## config.mk

```make
export PLATFORM = sky130hd
export DESIGN_NAME = saradc_sar_logic
export DESIGN_NICKNAME = d
export VERILOG_FILES = /design/src/rtl/saradc_pkg.sv /design/src/rtl/saradc_out_reg.sv /design/src/rtl/saradc_sar_logic.sv
export SDC_FILE = /design/constraint.sdc
export NUM_CORES = 1
export LEC_CHECK = 0
export BUFFER_PORTS_ARGS = -buffer_cell sky130_fd_sc_hd__buf_2
export CORE_MARGIN = 8
export CORE_UTILIZATION = 49
export DETAILED_ROUTE_END_ITERATION = 10
export PLACE_DENSITY = 0.84
export SYNTH_ARGS = -nofsm -noshare
export SYNTH_HDL_FRONTEND = slang
export SYNTH_SLANG_ARGS = --single-unit
```

## constraint.sdc

```tcl
create_clock -name CLK -period 1.9 [get_ports CLK]
set_clock_uncertainty 0.1 [all_clocks]
set_input_delay 0.38 -clock CLK [delete_from_list [all_inputs] [get_ports CLK]]
set_output_delay 0.38 -clock CLK [all_outputs]
set_load 0.005 [all_outputs]
```

## src/rtl/saradc_pkg.sv

```systemverilog
// Shared types and constants for the SAR ADC digital controller.
package saradc_pkg;

    typedef enum logic [1:0] {
        IDLE = 2'd0,
        SAMP = 2'd1,
        CONV = 2'd2,
        DONE = 2'd3
    } sar_state_t;

    localparam int NBITS_DEFAULT = 8;

    // Ceiling log2; returns 0 for values of 1 or less.
    function automatic int clog2(input int value);
        int r;
        r = 0;
        for (int i = 0; i < 31; i++) begin
            if ((32'sd1 <<< i) < value) begin
                r = i + 1;
            end else begin
                r = r;
            end
        end
        return r;
    endfunction

endpackage

```

## src/rtl/saradc_out_reg.sv

```systemverilog
// Valid/ready holding register for finished conversion codes.
// A code that arrives while an unconsumed one is held is dropped and flagged.
module saradc_out_reg #(
    parameter int NBITS = 8
) (
    input  logic             CLK,
    input  logic             RST,
    input  logic             load_i,
    input  logic [NBITS-1:0] data_i,
    input  logic             ready_i,
    output logic [NBITS-1:0] dout_o,
    output logic             valid_o,
    output logic             overrun_o
);

    logic [NBITS-1:0] dout_q, dout_d;
    logic             valid_q, valid_d;
    logic             ovr_q, ovr_d;

    // Next-state for the holding register and sticky overrun flag.
    always_comb begin
        dout_d  = dout_q;
        valid_d = valid_q;
        ovr_d   = ovr_q;
        if (load_i) begin
            if (!valid_q || ready_i) begin
                dout_d  = data_i;
                valid_d = 1'b1;
            end else begin
                ovr_d = 1'b1;
            end
        end else if (valid_q && ready_i) begin
            valid_d = 1'b0;
        end else begin
            valid_d = valid_q;
        end
    end

    // State registers.
    always_ff @(posedge CLK or posedge RST) begin
        if (RST) begin
            dout_q  <= '0;
            valid_q <= 1'b0;
            ovr_q   <= 1'b0;
        end else begin
            dout_q  <= dout_d;
            valid_q <= valid_d;
            ovr_q   <= ovr_d;
        end
    end

    assign dout_o    = dout_q;
    assign valid_o   = valid_q;
    assign overrun_o = ovr_q;

endmodule

```

## src/rtl/saradc_sar_logic.sv

```systemverilog
// SAR controller: sample/convert/done sequencing, MSB-first binary search
// driving the DAC switch codes, and a valid/ready result port.
module saradc_sar_logic
    import saradc_pkg::*;
#(
    parameter int NBITS   = NBITS_DEFAULT,
    parameter int NSAMPLE = 2
) (
    input  logic             CLK,
    input  logic             RST,
    input  logic             START,
    input  logic             CONT,
    input  logic             CMPO,
    output logic             SAMPLE,
    output logic [NBITS-1:0] RESULTP,
    output logic [NBITS-1:0] RESULTN,
    output logic             VALID,
    output logic [NBITS-1:0] DOUT,
    output logic             DOUT_VALID,
    input  logic             DOUT_READY,
    output logic             OVERRUN,
    output logic             BUSY
);

    localparam int PW = (clog2(NBITS) > 0) ? clog2(NBITS) : 1;

    sar_state_t       state_q, state_d;
    logic [PW-1:0]    ptr_q, ptr_d;
    logic [3:0]       cnt_q, cnt_d;
    logic [NBITS-1:0] resp_q, resp_d;
    logic [NBITS-1:0] resn_q, resn_d;
    logic             sample_q, sample_d;
    logic             valid_q, valid_d;
    logic             busy_q, busy_d;
    logic             load_s;

    // Sequencing and SAR bit decisions; undecided bits stay 0 on both sides.
    always_comb begin
        state_d = state_q;
        ptr_d   = ptr_q;
        cnt_d   = cnt_q;
        resp_d  = resp_q;
        resn_d  = resn_q;
        load_s  = 1'b0;
        case (state_q)
            IDLE: begin
                if (START) begin
                    state_d = SAMP;
                    cnt_d   = 4'd0;
                    resp_d  = '0;
                    resn_d  = '0;
                end else begin
                    state_d = IDLE;
                end
            end
            SAMP: begin
                if (cnt_q == 4'(NSAMPLE - 1)) begin
                    state_d = CONV;
                    ptr_d   = PW'(NBITS - 1);
                    cnt_d   = 4'd0;
                end else begin
                    cnt_d = cnt_q + 4'd1;
                end
            end
            CONV: begin
                resp_d[ptr_q] = CMPO;
                resn_d[ptr_q] = ~CMPO;
                if (ptr_q == PW'(0)) begin
                    state_d = DONE;
                    load_s  = 1'b1;
                end else begin
                    ptr_d = ptr_q - PW'(1);
                end
            end
            DONE: begin
                if (CONT) begin
                    state_d = SAMP;
                    cnt_d   = 4'd0;
                    resp_d  = '0;
                    resn_d  = '0;
                end else begin
                    state_d = IDLE;
                end
            end
            default: begin
                state_d = IDLE;
            end
        endcase
        sample_d = (state_d == SAMP);
        valid_d  = (state_d == DONE);
        busy_d   = (state_d != IDLE);
    end

    // Controller state and registered analog-side outputs.
    always_ff @(posedge CLK or posedge RST) begin
        if (RST) begin
            state_q  <= IDLE;
            ptr_q    <= '0;
            cnt_q    <= 4'd0;
            resp_q   <= '0;
            resn_q   <= '0;
            sample_q <= 1'b0;
            valid_q  <= 1'b0;
            busy_q   <= 1'b0;
        end else begin
            state_q  <= state_d;
            ptr_q    <= ptr_d;
            cnt_q    <= cnt_d;
            resp_q   <= resp_d;
            resn_q   <= resn_d;
            sample_q <= sample_d;
            valid_q  <= valid_d;
            busy_q   <= busy_d;
        end
    end

    // The full code (including bit 0 decided this edge) loads as DONE is entered.
    saradc_out_reg #(
        .NBITS (NBITS)
    ) u_out_reg (
        .CLK       (CLK),
        .RST       (RST),
        .load_i    (load_s),
        .data_i    (resp_d),
        .ready_i   (DOUT_READY),
        .dout_o    (DOUT),
        .valid_o   (DOUT_VALID),
        .overrun_o (OVERRUN)
    );

    assign SAMPLE  = sample_q;
    assign RESULTP = resp_q;
    assign RESULTN = resn_q;
    assign VALID   = valid_q;
    assign BUSY    = busy_q;

endmodule

```

==> results.cfg, run 1 <==
[finish]
post-route-util_pct = 60.20
diodes = 0
drive_above_1_share_pct = 27.80
instances_no_fill = 271
regArea_um2 = 950.9
nets = 232
fillers = 312
area_growth_pct = 20.57
multiInputGateArea_um2 = 768.2

[clock_network]
cts_inserted_buffers = 5
worstSkewPairLatency_ps = 290
post_cts_buffers = 0
cts_buffer_depth = 2
ctsHoldBuffers = 0
cts_resized = 0
h-tree-depth = 2
path_clk_slew_ps = 70
clockRootBuffer = clkbuf_8
cts_tree = done
clock_sinks = 38

[sta]
finalSetupTns_ps = 0
hold_ws_ps = 85.76
tightestPinTransition_ps = 469.2
drv_slew = 0
finalSetupViolations = 0
hold_viol = 0
timing.fmax_mhz = 581.4
post-route-period-util_pct = 90.53
max-slew-margin-rel_pct = 68.72
fin_crit_ps = 1720
layout_setup_ws_ps = 180.0
rsz0062_at_grt = no

[outcome]
status = complete, no violations

[grt]
antenna_found_initial = 0
gr-total-overflow = 0
grt_max_degree = 39
grt_usage_pct = 15.04
grt_pass1_vias = 1513
grt_pass1_wl_um = 7258

[power_and_ir_drop]
p_switching_w = 0.001110
p_sw_share_pct = 35.59
power_frac_clock_pct = 27.0
power.density_nw_per_um2 = 1437
p_leak_nw = 1.099
p_int_w = 0.002008
combPwrFrac_pct = 35.1
irDropWorstVdd_mv = 0.5698
p_seq_share_pct = 38.0

[floorplanning]
start_util_pct = 49.93
core_area_um2 = 3606
io_pins = 35
die_w_um = 76.62
die_area_um2 = 5870
dieHeight_um = 76.62
row_count = 22

[critical_path]
cp.required_ps = 2020
worst_ep_arrival_time_ps = 1840
critPathMaxStageDelay_ps = 390
worst-path-buf-inv = 2
crit_chain = inv_2 -> ha_1 -> nand2b_1 -> nor3_4 -> buf_4 -> nor2_1 -> a21oi_1
slowest_stage = dfrtp_1
worstSetupEndpointType = flip-flop
crit_fanout = 12
crit_start = ptr_q[0]
crit_family = simple AND/OR/NAND/NOR gates
cp-start-kind = flip-flop
path_class = reg2reg
reg2reg_from = ptr_q[0]

[synthesis]
syn_inst = 183
synthDistinctLibCells = 33
synth_mux_area_share_pct = 0.6254
synth_area_per_cell_um2 = 9.839
synth-seq-cells = 38
yosys_warnings = 0
synth-compound-area-share_pct = 18.83
synth_area_leaders = dfrtp_1, nand2_1, nor2_1, a21oi_1, o21ai_0
synth_area_um2 = 1800
yosys.area.top_type = dfrtp_1
synth-xor-area-share_pct = 0.4864
synth_adder_area_share_pct = 2.780
seq_area_frac_synth_pct = 52.81
synth-simple-area-share_pct = 19.94
syn_nets = 193
synth_top_family_by_area = simple AND/OR/NAND/NOR gates
synth_top_area_share_pct = 52.81

[detailed_routing]
wl_per_cell_um = 15.66
first_pass_iters = 4
wl_um = 4244
viasPerCell = 5.424
ant_nets = 0
drcViolationCount = 0
drt-initial-drc-count = 162
vias = 1470

[flow_run]
drv_cap = 0

[placement]
portBuffers = 34
dpl_worst_slack_ps = 223.3
dp.cells = 263
hpwl_um = 2931
gp_congestion = 0.7807

[min_path]
holdCritPathClass = in2async
-- worst register-to-register path, stage by stage, from the launching register on --
cell and delay (ps):
dfrtp_1 390, inv_2 110, ha_1 200, nand2b_1 140
nor3_4 270, buf_4 240, nor2_1 70, a21oi_1 120
-- synth_stat cells, drive strengths merged --
library cell	count
a211o	1
nand2b	8
o21ai	13
inv	5
o221ai	4
a21boi	1
o22ai	1
a21oi	16
dfrtp	38
and2	1
mux2	1
or3	2
or3b	1
or2	5
a31oi	5
buf	10
o31ai	8
a21o	3
nor3	6
ha	4
nor2	19
nor3b	2
nor2b	6
and3b	1
xor2	1
nand2	19
o211ai	1
nand3	1
-- power groups by stage --
| stage | clock (W) | combinational (W) | sequential (W) |
|---|---|---|---|
| after floorplan | 0 | 0.000754 | 0.00116 |
| after global placement | 0 | 0.00105 | 0.00119 |
| after detailed placement | 0 | 0.00107 | 0.00120 |
| after CTS | 0.000853 | 0.00109 | 0.00118 |
| after global routing | 0.000897 | 0.00122 | 0.00121 |
| final | 0.000841 | 0.00109 | 0.00118 |
-- kinds of logic after synthesis --
kind of cell	after synthesis
and+or+nand+nor	71
muxes	1
AOI/OAI and AO/OA	53
adders and majority gates	4
xor gates and xnor gates	1
DFF	38
buffers and inverters	15
-- metal layers --
| metal | vias up | wire [um] | GRT usage [%] |
|---|---|---|---|
| met2 | 43 | 2167 | 24.16 |
| li1 | 714 | - | - |
| met1 | 707 | 1768 | 17.86 |
| met3 | 6 | 241 | 5.189 |
| met4 | 0 | 67 | 6.154 |
| met5 | - | 0 | 0 |
-- placed cells by master (no fill, tap or decap), types with 2 or more instances in the layout --
cell / count
dfrtp_1: 38
buf_2: 34
nor2_1: 19
nand2_1: 19
a21oi_1: 12
o21ai_0: 12
nand2b_1: 8
o31ai_1: 8
buf_4: 8
nor2b_1: 6
clkbuf_8: 6
a31oi_1: 5
nor3_1: 5
or2_2: 4
a21oi_2: 4
inv_1: 4
o221ai_1: 4
ha_1: 4
a21o_1: 3
nor3b_1: 2
or3_1: 2
bufinv_16: 2
-- flip-flops by register name, indices dropped and copies added, names as in the netlist --
register             cells
BUSY                     1
RESULTN                  8
RESULTP                  8
SAMPLE                   1
VALID                    1
cnt_q                    4
ptr_q                    3
state_q                  2
u_out_reg.dout_o         8
u_out_reg.overrun_o      1
u_out_reg.valid_o        1
-- worst paths after layout --
kind	to	slack, ps	cells past startpoint
setup / recovery	u_out_reg.dout_o[4]	180	7
hold / removal	BUSY	90	3
setup reg to reg	u_out_reg.dout_o[4]	180	7
hold reg to reg	u_out_reg.overrun_o	360	1
max in group asynchronous	u_out_reg.dout_o[0]	1290	3
min in group CLK	BUSY	250	3
-- layout make-up --
class | instances | area share, %
Clock buffer | 6 | 3.804
Clock inverter | 2 | 2.767
Inverter | 5 | 0.8646
Multi-Input combinational cell | 130 | 35.39
Sequential cell | 38 | 43.80
Tap cell | 48 | 2.767
Timing Repair Buffer | 42 | 10.61
-- stage by stage --
step / area [um^2] / power (W)
final: 2171 / 0.003118
after global routing: 2171 / 0.003325
after CTS: 2171 / 0.003126
after detailed placement: 2028 / 0.002268
after global placement: 2028 / 0.002237
after floorplan: 1803 / 0.001918
Note: power is estimated with default switching activity, not from simulation.
==> run 2, diff against run 1 <==
--- a/config.mk
+++ b/config.mk
@@ -9,7 +9,7 @@
 export CORE_MARGIN = 8
 export CORE_UTILIZATION = 49
 export DETAILED_ROUTE_END_ITERATION = 10
-export PLACE_DENSITY = 0.84
+export PLACE_DENSITY_LB_ADDON = 0.12
 export SYNTH_ARGS = -nofsm -noshare
 export SYNTH_HDL_FRONTEND = slang
 export SYNTH_SLANG_ARGS = --single-unit
==> results.cfg, run 2 (synthesis results as in run 1) <==
[outcome]
status = complete, no violations

[detailed_routing]
first_pass_iters = 6
drcViolationCount = 0
wl_um = 4134
ant_nets = 0
wl_per_cell_um = 15.37
vias = 1450
viasPerCell = 5.390
drt-initial-drc-count = 69

[clock_network]
cts_inserted_buffers = 5
clock_sinks = 38
cts_resized = 0
ctsHoldBuffers = 0
path_clk_slew_ps = 80
post_cts_buffers = 0
cts_buffer_depth = 2
worstSkewPairLatency_ps = 290
clockRootBuffer = clkbuf_8
h-tree-depth = 2
cts_tree = done

[finish]
nets = 231
layout_common_cells = dfrtp_1, buf_2, nor2_1, nand2_1
diodes = 0
mostFrequentLayoutCell = dfrtp_1
drive_above_1_share_pct = 26.24
area_growth_pct = 16.47
fillers = 331

[critical_path]
crit_fanout = 4
worstSetupEndpointType = flip-flop
crit_family = simple AND/OR/NAND/NOR gates
critPathMaxStageDelay_ps = 490
crit_start = cnt_q[1]
cp.required_ps = 2010
crit_chain = inv_1 -> ha_1 -> or3b_2 -> nor2_1 -> nor3_1 -> a21oi_1
cp-start-kind = flip-flop
path_class = reg2reg
worst-path-buf-inv = 1
slowest_stage = or3b_2
worst_ep_arrival_time_ps = 1870
reg2reg_from = cnt_q[1]

[min_path]
holdCritPathClass = in2async

[grt]
gr-total-overflow = 0
grt_pass1_vias = 1500
antenna_found_initial = 0
grt_max_degree = 39
grt_usage_pct = 14.64
grt_pass1_wl_um = 7010

[floorplanning]
core_area_um2 = 3606
dieHeight_um = 76.62
die_area_um2 = 5870
start_util_pct = 49.93
die_w_um = 76.62
row_count = 22
io_pins = 35

[placement]
hpwl_um = 3035
portBuffers = 34
gp_congestion = 0.8065

[sta]
fin_crit_ps = 1761
timing.fmax_mhz = 568.0
hold_ws_ps = 87.15
tightestPinTransition_ps = 466.1
hold_viol = 0
drv_slew = 0
post-route-period-util_pct = 92.66
finalSetupViolations = 0
finalSetupTns_ps = 0
rsz0062_at_grt = no
max-slew-margin-rel_pct = 68.93

[power_and_ir_drop]
irDropWorstVdd_mv = 0.6789
p_int_w = 0.001693
power.density_nw_per_um2 = 1326
p_seq_share_pct = 43.2
power_frac_clock_pct = 18.5
p_sw_share_pct = 39.10
p_leak_nw = 1.062
p_switching_w = 0.001087
combPwrFrac_pct = 38.3

[flow_run]
drv_cap = 0
-- run 2: cell type report --
type | instances | area, um^2 | area share (%)
clock buffer | 7 | 76.32 | 3.640
timing repair buffer | 41 | 222.7 | 10.62
tap | 48 | 60.06 | 2.864
multi-input combinational | 130 | 768.2 | 36.63
sequential | 38 | 950.9 | 45.35
inverter | 5 | 18.77 | 0.8950
-- run 2: stage by stage --
| step | util [%] | setup slack, ps | cells | total power (W) | area (um^2) |
|---|---|---|---|---|---|
| after floorplan | - | 3.718 | 183 | 0.001918 | 1803 |
| after global placement | 56.04 | 251.4 | 262 | 0.002224 | 2021 |
| after detailed placement | 56.04 | 163.3 | 262 | 0.002279 | 2021 |
| after CTS | 58.15 | 142.8 | 269 | 0.002800 | 2097 |
| after global routing | 58.15 | 32.71 | 269 | 0.002987 | 2097 |
| final | 58.15 | 139.4 | 269 | 0.002780 | 2097 |
-- run 2: power groups by stage --
| stage | Clock [W] | Sequential [W] | Combinational (W) |
|---|---|---|---|
| 2_1_floorplan | 0 | 0.00116 | 0.000754 |
| 3_3_place_gp | 0 | 0.00119 | 0.00103 |
| 3_5_place_dp | 0 | 0.00121 | 0.00107 |
| 4_1_cts | 0.000530 | 0.00120 | 0.00107 |
| 5_1_grt | 0.000568 | 0.00123 | 0.00119 |
| 6_report | 0.000514 | 0.00120 | 0.00106 |
-- run 2: worst paths after layout --
path                                            end  slack, ps  depth (start not counted)
worst max-delay path                       ptr_q[0]        140                          6
worst min-delay path                     state_q[1]         90                          3
worst max register to register             ptr_q[0]        140                          6
worst min register to register  u_out_reg.overrun_o        360                          1
max in group asynchronous                RESULTN[7]       1280                          3
min in group CLK                               BUSY        280                          3
-- run 2: worst register-to-register path: stages, from the launching register on --
cell and delay (ps):
dfrtp_1 400, inv_1 90, ha_1 140, or3b_2 490
nor2_1 250, nor3_1 80, a21oi_1 120
-- run 2: layer usage --
metal,routed length [um],GRT usage [%],up-vias
met2,1996,23.31,35
met3,228,6.014,6
li1,-,-,715
met1,1861,17.17,694
met4,48,5.577,0
met5,0,0,-
